## config.mk

```make
export PLATFORM = sky130hd
export DESIGN_NAME = cas_feeder
export DESIGN_NICKNAME = d
export VERILOG_FILES = /design/src/rtl/cas_feeder.sv
export SDC_FILE = /design/constraint.sdc
export NUM_CORES = 1
export LEC_CHECK = 0
export ABC_AREA = 1
export BUFFER_PORTS_ARGS = -buffer_cell sky130_fd_sc_hd__buf_2
export CAP_MARGIN = 20
export CORE_MARGIN = 5
export CORE_UTILIZATION = 56
export DETAILED_ROUTE_END_ITERATION = 16
export PLACE_DENSITY = 0.84
export SYNTH_ARGS = -nofsm -noshare
export SYNTH_HDL_FRONTEND = slang
export SYNTH_SLANG_ARGS = --single-unit
```

## constraint.sdc

```tcl
create_clock -name clk -period 4.11 [get_ports clk]
set_clock_uncertainty 0.15 [all_clocks]
set_input_delay 0.411 -clock clk [delete_from_list [all_inputs] [get_ports clk]]
set_output_delay 0.411 -clock clk [all_outputs]
set_load 0.01 [all_outputs]
```

## src/rtl/cas_feeder.sv

```systemverilog
// cas_feeder: streams a loaded cassette image from download memory into the
// cassette square-wave generator, one byte per generator cycle. Each byte is
// fetched, handed to the generator with a one-clock start pulse, and the
// feeder then waits for the generator's (synchronised) done before moving on.
// Gated by the cassette motor line; raises eot once the whole image has been sent.
//
// Optional build macro CAS_LEADER_EN: when defined, every motor-on from PAUSE
// first emits LEADER_LEN bytes of 0x55 before resuming memory bytes.
module cas_feeder #(
    parameter int AW = 16
`ifdef CAS_LEADER_EN
    , parameter int LEADER_LEN = 128
`endif
) (
    input  logic          clk,
    input  logic          reset,
    input  logic          tape_loaded,
    input  logic [AW-1:0] tape_size,
    input  logic          motor,
    output logic [AW-1:0] mem_addr,
    output logic          mem_rd,
    input  logic          mem_ack,
    input  logic [7:0]    mem_din,
    output logic          gen_start,
    output logic [7:0]    gen_din,
    input  logic          gen_done,
    output logic          busy,
    output logic          eot
);

    localparam logic [2:0] ST_IDLE      = 3'd0;
    localparam logic [2:0] ST_PAUSE     = 3'd1;
    localparam logic [2:0] ST_FETCH     = 3'd2;
    localparam logic [2:0] ST_START     = 3'd3;
    localparam logic [2:0] ST_WAIT_CLR  = 3'd4;
    localparam logic [2:0] ST_WAIT_DONE = 3'd5;
    localparam logic [2:0] ST_END       = 3'd6;

    logic [2:0]    state;
    logic [2:0]    state_nx;
    logic [AW-1:0] addr_nx;
    logic [AW-1:0] addr_inc;
    logic [7:0]    din_nx;
    logic          loaded_q;
    logic          done_meta;
    logic          done_s;

`ifdef CAS_LEADER_EN
    localparam int LW = (LEADER_LEN > 1) ? $clog2(LEADER_LEN) : 1;
    logic [LW-1:0] ldr_cnt;
    logic [LW-1:0] ldr_cnt_nx;
    logic          in_ldr;
    logic          in_ldr_nx;
`endif

    // Tape position after the byte currently in flight completes.
    assign addr_inc = mem_addr + {{(AW-1){1'b0}}, 1'b1};

    // Bring the generator's done into the clk domain through two flops.
    always_ff @(posedge clk) begin
        if (reset) begin
            done_meta <= 1'b0;
            done_s    <= 1'b0;
        end else begin
            done_meta <= gen_done;
            done_s    <= done_meta;
        end
    end

    // Next-state, next-address and next-byte decisions.
    always_comb begin
        state_nx = state;
        addr_nx  = mem_addr;
        din_nx   = gen_din;
`ifdef CAS_LEADER_EN
        ldr_cnt_nx = ldr_cnt;
        in_ldr_nx  = in_ldr;
`endif
        if (!tape_loaded) begin
            // Unload aborts everything, including a read acked this same cycle.
            state_nx = ST_IDLE;
`ifdef CAS_LEADER_EN
            in_ldr_nx = 1'b0;
`endif
        end else begin
            case (state)
                ST_IDLE: begin
                    state_nx = ST_PAUSE;
                    if (!loaded_q) begin
                        addr_nx = {AW{1'b0}};
                    end else begin
                        addr_nx = mem_addr;
                    end
                end
                ST_PAUSE: begin
                    if (tape_size == {AW{1'b0}}) begin
                        state_nx = ST_END;
                    end else if (motor) begin
`ifdef CAS_LEADER_EN
                        state_nx   = ST_START;
                        din_nx     = 8'h55;
                        ldr_cnt_nx = LW'(LEADER_LEN - 1);
                        in_ldr_nx  = 1'b1;
`else
                        state_nx = ST_FETCH;
`endif
                    end else begin
                        state_nx = ST_PAUSE;
                    end
                end
                ST_FETCH: begin
                    if (mem_ack) begin
                        din_nx   = mem_din;
                        state_nx = ST_START;
                    end else begin
                        state_nx = ST_FETCH;
                    end
                end
                ST_START: begin
                    state_nx = ST_WAIT_CLR;
                end
                ST_WAIT_CLR: begin
                    // A done still high from the previous byte must drop first.
                    if (!done_s) begin
                        state_nx = ST_WAIT_DONE;
                    end else begin
                        state_nx = ST_WAIT_CLR;
                    end
                end
                ST_WAIT_DONE: begin
                    if (done_s) begin
`ifdef CAS_LEADER_EN
                        if (in_ldr) begin
                            if (ldr_cnt == {LW{1'b0}}) begin
                                in_ldr_nx = 1'b0;
                                state_nx  = motor ? ST_FETCH : ST_PAUSE;
                            end else if (motor) begin
                                ldr_cnt_nx = ldr_cnt - LW'(1);
                                din_nx     = 8'h55;
                                state_nx   = ST_START;
                            end else begin
                                // Motor dropped mid-leader: next motor-on restarts it.
                                in_ldr_nx = 1'b0;
                                state_nx  = ST_PAUSE;
                            end
                        end else begin
                            addr_nx = addr_inc;
                            if (addr_inc == tape_size) begin
                                state_nx = ST_END;
                            end else if (motor) begin
                                state_nx = ST_FETCH;
                            end else begin
                                state_nx = ST_PAUSE;
                            end
                        end
`else
                        addr_nx = addr_inc;
                        if (addr_inc == tape_size) begin
                            state_nx = ST_END;
                        end else if (motor) begin
                            state_nx = ST_FETCH;
                        end else begin
                            state_nx = ST_PAUSE;
                        end
`endif
                    end else begin
                        state_nx = ST_WAIT_DONE;
                    end
                end
                ST_END: begin
                    state_nx = ST_END;
                end
                default: begin
                    state_nx = ST_IDLE;
                end
            endcase
        end
    end

    // State and registered outputs, all derived from the next state.
    always_ff @(posedge clk) begin
        if (reset) begin
            state     <= ST_IDLE;
            loaded_q  <= 1'b0;
            mem_addr  <= {AW{1'b0}};
            mem_rd    <= 1'b0;
            gen_start <= 1'b0;
            gen_din   <= 8'h00;
            busy      <= 1'b0;
            eot       <= 1'b0;
        end else begin
            state     <= state_nx;
            loaded_q  <= tape_loaded;
            mem_addr  <= addr_nx;
            mem_rd    <= (state_nx == ST_FETCH);
            gen_start <= (state_nx == ST_START);
            gen_din   <= din_nx;
            busy      <= (state_nx != ST_IDLE) && (state_nx != ST_PAUSE) && (state_nx != ST_END);
            eot       <= (state_nx == ST_END);
        end
    end

`ifdef CAS_LEADER_EN
    // Leader byte counter and leader-in-progress flag.
    always_ff @(posedge clk) begin
        if (reset) begin
            ldr_cnt <= {LW{1'b0}};
            in_ldr  <= 1'b0;
        end else begin
            ldr_cnt <= ldr_cnt_nx;
            in_ldr  <= in_ldr_nx;
        end
    end
`endif

endmodule

```

Word-level counts from Yosys, hierarchy flattened
Index checks and enable logic that the tools add are counted.
{ "classes": {"mux": 11, "eq_ne": 14, "addsub": 1, "reduce_logical": 8} }
{ "op_table": {"columns": ["op", "count"], "rows": [
  ["2-to-1 mux 16 bit", 2],
  ["one-hot mux 16 bit (2 select lines)", 1],
  ["one-hot mux 3 bit (7 select lines)", 1],
  ["adder 16 x 1 -> 16 bit, second input constant", 1],
  ["equality test 16 bit", 1],
  ["logical NOT 16 bit", 1],
  ["equality test 3 x 2 -> 1 bit, second input constant", 4],
  ["equality test 3 bit, second input constant", 4],
  ["2-to-1 mux 3 bit", 4],
  ["!= test 2 bit, second input constant", 2],
  ["AND reduction 4 bit", 1],
  ["equality test 3 x 1 -> 1 bit, second input constant", 1],
  ["logical NOT 3 bit", 1],
  ["!= test 3 x 1 -> 1 bit, second input constant", 1],
  ["!= test 3 bit, second input constant", 1],
  ["AND reduction 3 bit", 1],
  ["nonzero test 3 bit", 1],
  ["logical AND 1 bit", 2],
  ["2-to-1 mux 1 bit", 2],
  ["2-to-1 mux 2 bit", 1],
  ["nonzero test 2 bit", 1]
]} }
{ "totals": {"reg_bits": 34, "output_inout_bits": 28, "inputBits": 30, "word_cells": 44} }

Logic depth before layout (Yosys ltp)
Gate-level depths: netlist of run 1.
{ "logic_depth": {"ltp_word": 9, "mapped_depth": 20, "ltp_nobuf": 20} }

Worst setup path after synthesis of run 1
OpenSTA, ideal clock, no wires.
{ "synth_path": {"path_type": "reg-to-reg", "start": "register mem_addr[1]", "end": "register busy", "required_time_ns": 3.851, "period_less_slack_ns": 2.143, "setup_time_ns": 0.109, "n_path_buf": 0, "path_stages_with_launch": 19, "arrival_ns": 1.884, "path_slack_ns": 1.967, "path_cell_list": "dfxtp_1 -> ha_1 -> nand2_2 -> nor2_4 -> nand3_1 -> nand2_1 -> nand2_1 -> nand2_1 -> nand2_1 -> nor2_1 -> nand2_1 -> nor2_1 -> nand2_1 -> nand2_2 -> nand3_1 -> nand2_2 -> nand3_1 -> nand2_1 -> inv_1"} }
{ "synth_between": {"elab_chain_len": 9, "elab_cells_between_ends": 11, "cone_classes": "add/sub: 1; eq/ne: 3; mux: 4; reduce/logical: 3"} }
{ "synth_rtl": {"columns": ["element", "line", "source"], "rows": [
  ["start: declaration", "20", "output logic [AW-1:0] mem_addr,"],
  ["start signal: assignment", "185", "mem_addr <= {AW{1'b0}};"],
  ["start signal: assignment", "194", "mem_addr <= addr_nx;"],
  ["adder 16 x 1 -> 16 bit (*)", "57", "assign addr_inc = mem_addr + {{(AW-1){1'b0}}, 1'b1};"],
  ["equality test 16 bit (*)", "158", "if (addr_inc == tape_size) begin"],
  ["2-to-1 mux 3 bit (*)", "158", null],
  ["2-to-1 mux 3 bit (*)", "131", "if (done_s) begin"],
  ["one-hot mux 3 bit (7 select lines) (*)", "86", "case (state)"],
  ["2-to-1 mux 3 bit (*)", "79", "if (!tape_loaded) begin"],
  ["!= test 3 x 1 -> 1 bit / nonzero test 3 bit (equally long branches)", "198", "busy <= (state_nx != ST_IDLE) && (state_nx != ST_PAUSE) && (state_nx != ST_END);"],
  ["logical AND 1 bit", "198", null],
  ["logical AND 1 bit (*)", "198", null],
  ["end signal: assignment", "198", null],
  ["end: declaration", "27", "output logic busy,"]
]} }
Every way passes the cells marked *; elsewhere a longest branch is shown, timed or not.
A chain may end at the register's enable or synchronous reset.

Final worst setup path of run 1
{ "layout_path": {"start": "register mem_addr[0]", "end": "register busy"} }
The elaborated chain is that of the path after synthesis.

==> results.tsv, run 1 <==
metric	value	unit
Crit path arrival time	2.54	ns
GP Congestion	0.8545	
Via density	5.096	
Synth Instances	340	
Post-synth ARST share	0	%
Area after DPL	2469	um^2
vias in the first global route	2017	
YS warnings	0	
site row count	22	
cell taking the most area after synthesis	dfxtp_1	
Ant. Diodes	0	
Main synth FF type	dfxtp_1	
Cells after DPL	441	
top cell type's share of synthesized area	31.81	%
CTS Buffer Depth	2	
Tot GR Track Use	21.18	%
Critical Path End Type	register	
Post-synth EDFFs	0	
f_max	398.9	MHz
Ports	58	
type of the tightest min-delay check	input port to register	
DR WL/cell	11.80	um
Iter 0 DRT Violations	168	
most frequent cells in the layout	nand2_1, buf_2, inv_1	
relative slew slack	54.30	%
max_cap viols	0	
synth top area cells	dfxtp_1, nand2_1, inv_1, nor2_1, nand3_1	
global-route wire length before repair	8.721	mm
Critical Path RT	4.15	ns
layout cells sized above 1	21.95	%
Chip Width	71.81	um
drt drc	0	
Yosys cell types	34	
Lkg Pwr	0.001298	uW
post-cts gate resize count	0	
area grow syn2layout	20.70	%
Root Buffer	clkbuf_8	
initial antenna violation count	0	
global route overflow	0	
largest net degree at the start of global routing	24	
cts bufs inserted	5	
commonest non-fill, non-tap cell in the layout	nand2_1	
drt first pass iters	4	
Final min period	2.507	ns
fin crit share	60.99	%
Seq/Total Area, Yosys	31.81	%
RSZ-0062 raised after global routing	no	
count of input and output buffers	57	
Mapped Avg Cell Area	6.293	um^2
WL final	5.300	mm
clk slew on worst S/H paths	0.08	ns
CTS Sinks	34	
Worst Path Max Fanout	9	
Post-CTS Hold Buffers	0	
nets	431	
Max Transition Viols Final	0	
DR vias	2288	
Final HPWL DP	4.070	mm
Mapped Nets	371	
starting density of the core	58.01	%
Setup CP Type	register to register	
postcts setup bufs	0	
Die Y	71.81	um
H-tree levels	2	
Post-Layout Cell Count	449	
PD cells	273.3	nW/um^2
#FFs+latches synth	34	
CP startpoint kind	register	
Routed Antenna Nets	0	
core area	3689	um^2
Final Hold Viols	0	
design area	2582	um^2
Setup TNS Final	0	ns
Post-Syn Area	2140	um^2
status	completed	
Max rail drop VDD	0.2011	mV
Worst-Margin Slew	0.6847	ns
Clock Latency Late Sink	0.29	ns
final setup vio count	0	
CTS tree	done	
die area	5157	um^2
[worst max-delay path, cell delays in order (launching register included)]
cell and delay, ns:
dfxtp_1 0.46, ha_1 0.26, nand2_2 0.11, nor2_4 0.23
nand3_1 0.11, nand2_1 0.08, nand2_1 0.07, nand2_1 0.06
nand2_1 0.04, nor2_1 0.09, nand2_1 0.07, nor2_1 0.12
nand2_1 0.10, nand2_2 0.07, nand3_1 0.09, nand2_2 0.09
nand3_1 0.08, nand2_1 0.08, inv_1 0.03
[synth_stat cells (2+ instances only)]
cell type,instances
clkinv_1,3
nand3_1,33
nor2_1,45
o21ai_0,12
inv_1,47
nand4_1,9
nor2_8,2
xor2_1,2
clkbuf_1,3
nor2_2,3
nand2_2,7
a21oi_1,13
nand3_2,3
nor3_1,2
nor4_1,3
nand2_1,97
inv_2,2
a22oi_1,4
nor2_4,2
dfxtp_1,34
[per-stage QoR]
step / util, % / setup WS, ns / power (uW) / hold slack [ns]
floorplan: - / 1.967 / 373.4 / 0.2383
global placement: 66.93 / 1.662 / 398.5 / 0.2409
detailed placement: 66.93 / 1.617 / 399.5 / 0.2512
CTS: 70.01 / 1.597 / 710.0 / 0.1711
global route: 70.01 / 1.311 / 736.2 / 0.1801
finish: 70.01 / 1.603 / 705.8 / 0.1755
[worst paths after layout]
check,from,endpoint,slack [ns],depth (start not counted)
max,mem_addr[0],busy,1.60,18
min,gen_done,done_meta,0.18,3
max reg2reg,mem_addr[0],busy,1.60,18
min reg2reg,done_meta,done_s,0.26,2
[sequential cells by signal, indices dropped and copies added, names as in the netlist]
name	flops
mem_rd	1
loaded_q	1
busy	1
eot	1
state	3
gen_din	8
done_s	1
mem_addr	16
gen_start	1
done_meta	1
[layer usage]
metal,up-vias,track usage (%),routed length [um]
li1,1207,-,-
met1,1013,25.02,2285
met2,61,37.24,2616
met3,7,5.049,337
met4,0,7.307,61
met5,-,0,0
[cells by family after synthesis]
family	synth area share, %
AND/OR/NAND/NOR	46.08
buffers and inverters	9.883
AO/OA/AOI/OAI	9.357
flip-flops	31.81
XOR/XNOR	2.281
adder cells (fa/ha/maj)	0.5847
[cell type report]
type / count / area, um^2
Clock inverter: 3 / 45.04
Timing Repair Buffer: 57 / 285.3
Fill cell: 350 / 1106
Clock buffer: 5 / 68.82
Multi-Input combinational cell: 250 / 1247
Sequential cell: 34 / 680.7
Inverter: 52 / 195.2
Tap cell: 48 / 60.06
[where the power goes]
group	internal, uW	switching (uW)
sequential	332	1.88
combinational	23.2	34.5
clock	180	134
total	536	170
No activity file was read; power rests on OpenSTA's default activity.
==> run 2, diff against run 1 <==
- ABC_AREA: 1 -> 0
- CORE_UTILIZATION: 56 -> 48
- PLACE_DENSITY: 0.84 -> 0.76
- clock period: 4.11 -> 2.2 ns (I/O delays scaled with it)
==> results.tsv, run 2 <==
metric	value	unit	change
status	finished, violations left		
violated checks	hold timing, setup timing		
Commonest cells post-synth	dfxtp_1, nor2_1, o21ai_0		
Worst path max stage delay	0.44	ns	-0.02 ns
Top Registers	mem_addr x16, gen_din x8, state x3		
cell with the most instances after synthesis	dfxtp_1		
type of the tightest min-delay check	input port to register		
f_max	361.0	MHz	-9.5%
area grow syn2layout	44.94	%	
Final min period	2.770	ns	+0.2635 ns
RSZ-0062 raised after global routing	yes		
initial antenna violation count	0		unchanged
largest net degree at the start of global routing	36		+50%
Final Hold Viols	1		+1
relative slew slack	62.06	%	+7.8 points
H-tree levels	2		unchanged
fin crit share	125.9	%	+65 points
final setup vio count	15		+15
Final HPWL DP	4.895	mm	+20%
Ant. Diodes	0		unchanged
global route overflow	0		unchanged
Post-synth ARST share	0	%	unchanged
CP cell instances	nand4_1 -> nor4_1 -> buf_4 -> xnor2_1 -> o211ai_1 -> a2111o_1 -> a22o_4 -> nor3_4 -> buf_12 -> mux2i_2		
Yosys cell types	46		+35%
CP startpoint kind	register		
Via density	5.626		+10%
Routed Antenna Nets	0		unchanged
final worst slack	-0.5702	ns	-2.173 ns
Crit path arrival time	2.84	ns	+0.30 ns
Critical Path End Type	register		
drt first pass iters	4		unchanged
CP startpoint	mem_addr[13]		
synth top area cells	dfxtp_1, or2b_2, mux2i_1, o21ai_0, a21oi_1		
Post-synth EDFFs	0		unchanged
Tot GR Track Use	22.47	%	+1.3 points
most frequent cells in the layout	buf_2, buf_4, nor2_1, dfxtp_1, o21ai_0		
CTS Buffer Depth	2		unchanged
Biggest register	mem_addr		
Lkg Pwr	0.001382	uW	+6.5%
slowest cell on the critical path	dfxtp_1		
Setup TNS Final	-7.098	ns	-7.098 ns
WL final	6.837	mm	+29%
reg2reg end	gen_din[7]		
DR vias	2408		+5.2%
core area	4629	um^2	+26%
cts bufs inserted	5		unchanged
final-layout fill cell count	366		+4.6%
PD cells	444.4	nW/um^2	+63%
depth of the worst register-to-register path	10		-8
GP Congestion	0.9550		+12%
Die Y	78.50	um	+9.3%
top cell type's share of synthesized area	30.22	%	-1.6 points
site row count	25		+14%
multi-input combinational cell area	1598	um^2	+28%
Mapped Avg Cell Area	8.372	um^2	+33%
drt drc	0		unchanged
Worst path depth	10		-8
Synth Instances	269		-21%
DR WL/cell	15.97	um	+35%
HP Start	gen_done		
crit path to	gen_din[7]		
Critical Path RT	2.27	ns	-1.88 ns
Worst-Margin Slew	0.5666	ns	-0.1181 ns
layout cells sized above 1	50.00	%	+28 points
die area	6162	um^2	+20%
max_cap viols	0		unchanged
YS warnings	0		unchanged
CTS tree	done		
Iter 0 DRT Violations	214		+27%
starting density of the core	48.65	%	-9.4 points
Root Buffer	clkbuf_8		
Reg2Reg Setup Slack	-0.57	ns	-2.17 ns
Cells after DPL	416		-5.7%
cell taking the most area after synthesis	dfxtp_1		
Post-Layout Cell Count	428		-4.7%
Max rail drop VDD	0.3964	mV	+97%
sum of buffers and inverters on the critical path	2		+1
commonest non-fill, non-tap cell in the layout	buf_2		
delay-heaviest family, CP	compound AO/OA/AOI/OAI gates		
Setup CP Type	register to register		
max reg flops	16		unchanged
Ports	58		unchanged
nets	404		-6.3%
Main synth FF type	dfxtp_1		
Mapped Nets	300		-19%
hold slack	-0.001589	ns	-0.1771 ns
clk slew on worst S/H paths	0.08	ns	about the same
count of input and output buffers	57		unchanged
Reg area	714.4	um^2	+5.0%
Post-Syn Area	2252	um^2	+5.3%
Chip Width	78.50	um	+9.3%
Seq/Total Area, Yosys	30.22	%	-1.6 points
Post-CTS Hold Buffers	0		unchanged
vias in the first global route	2396		+19%
#FFs+latches synth	34		unchanged
global-route wire length before repair	11.12	mm	+28%
CTS Sinks	34		unchanged
Clock Latency Late Sink	0.30	ns	about the same
Max Transition Viols Final	0		unchanged
Worst Path Max Fanout	8		-1
Pwr Total	1451	uW	+110%
reg-to-reg startpoint	mem_addr[13]		
==> run 2: changes by cell type in the layout (fill, tap and decap cells not counted), moves of 8 or more <==
cell / previous run / this run
mux2i_1: 0 / 9
or2b_2: 0 / 15
inv_1: 47 / 3
buf_4: 0 / 54
o21ai_0: 12 / 20
nor2_1: 45 / 21
dfxtp_1: 34 / 21
nand3_1: 33 / 7
xnor2_1: 1 / 10
nand2_1: 97 / 12
==> run 2: logic make-up after synthesis <==
| kind of cell | count (synthesis) | share of synthesized area [%] |
|---|---|---|
| buffers and inverters | 22 | 6.389 |
| and+or+nand+nor | 119 | 32.50 |
| DFF | 34 | 30.22 |
| xor gates and xnor gates | 21 | 8.778 |
| muxes | 11 | 4.889 |
| adders and majority gates | 1 | 0.5555 |
| AOI/OAI and AO/OA | 61 | 16.67 |
==> run 2: stage by stage <==
| step | cell area [um^2] | worst slack [ns] | util, % |
|---|---|---|---|
| global placement | 2947 | -0.5710 | 63.65 |
| CTS | 3204 | -0.4986 | 69.22 |
| floorplan | 2322 | -0.6661 | - |
| detailed placement | 2947 | -0.6565 | 63.65 |
| finish | 3264 | -0.5702 | 70.51 |
| global route | 3264 | -0.6594 | 70.51 |
==> run 2: cell type report <==
| class | instances | area share (%) |
|---|---|---|
| Multi-Input combinational cell | 213 | 48.95 |
| Timing Repair Buffer | 114 | 22.46 |
| Sequential cell | 34 | 21.89 |
| Clock buffer | 6 | 2.875 |
| Tap cell | 54 | 2.070 |
| Clock inverter | 2 | 1.188 |
| Inverter | 5 | 0.5749 |
==> run 2: what timing repair did <==
action | CTS | global route
gates resized for setup | 22 | 15
gates cloned | 0 | 0
pin swaps | 13 | 3
endpoints found under the setup margin | 15 | 16
setup buffers | 4 | 0
==> run 2: routing by layer <==
layer / GRT usage, % / up-vias / share of wire (%)
met5: 0 / - / 0
met4: 9.441 / 0 / 3.2
met3: 4.358 / 24 / 5.0
met2: 40.24 / 86 / 50
met1: 25.82 / 1117 / 42
li1: - / 1181 / -
==> run 2: how the worst min path moves through the flow <==
stage                     slack [ns]         to  cells past startpoint
after floorplan                 0.20  done_meta                      1
after global placement          0.27     done_s                      1
after detailed placement        0.29     done_s                      1
after CTS                      0.002  done_meta                      2
after global routing            0.02  done_meta                      2
final                         -0.002  done_meta                      2
==> run 2: report_power, final <==
| group | internal (uW) | switching [uW] |
|---|---|---|
| registers | 615 | 5.57 |
| clock network | 408 | 251 |
| logic | 83.7 | 87.1 |
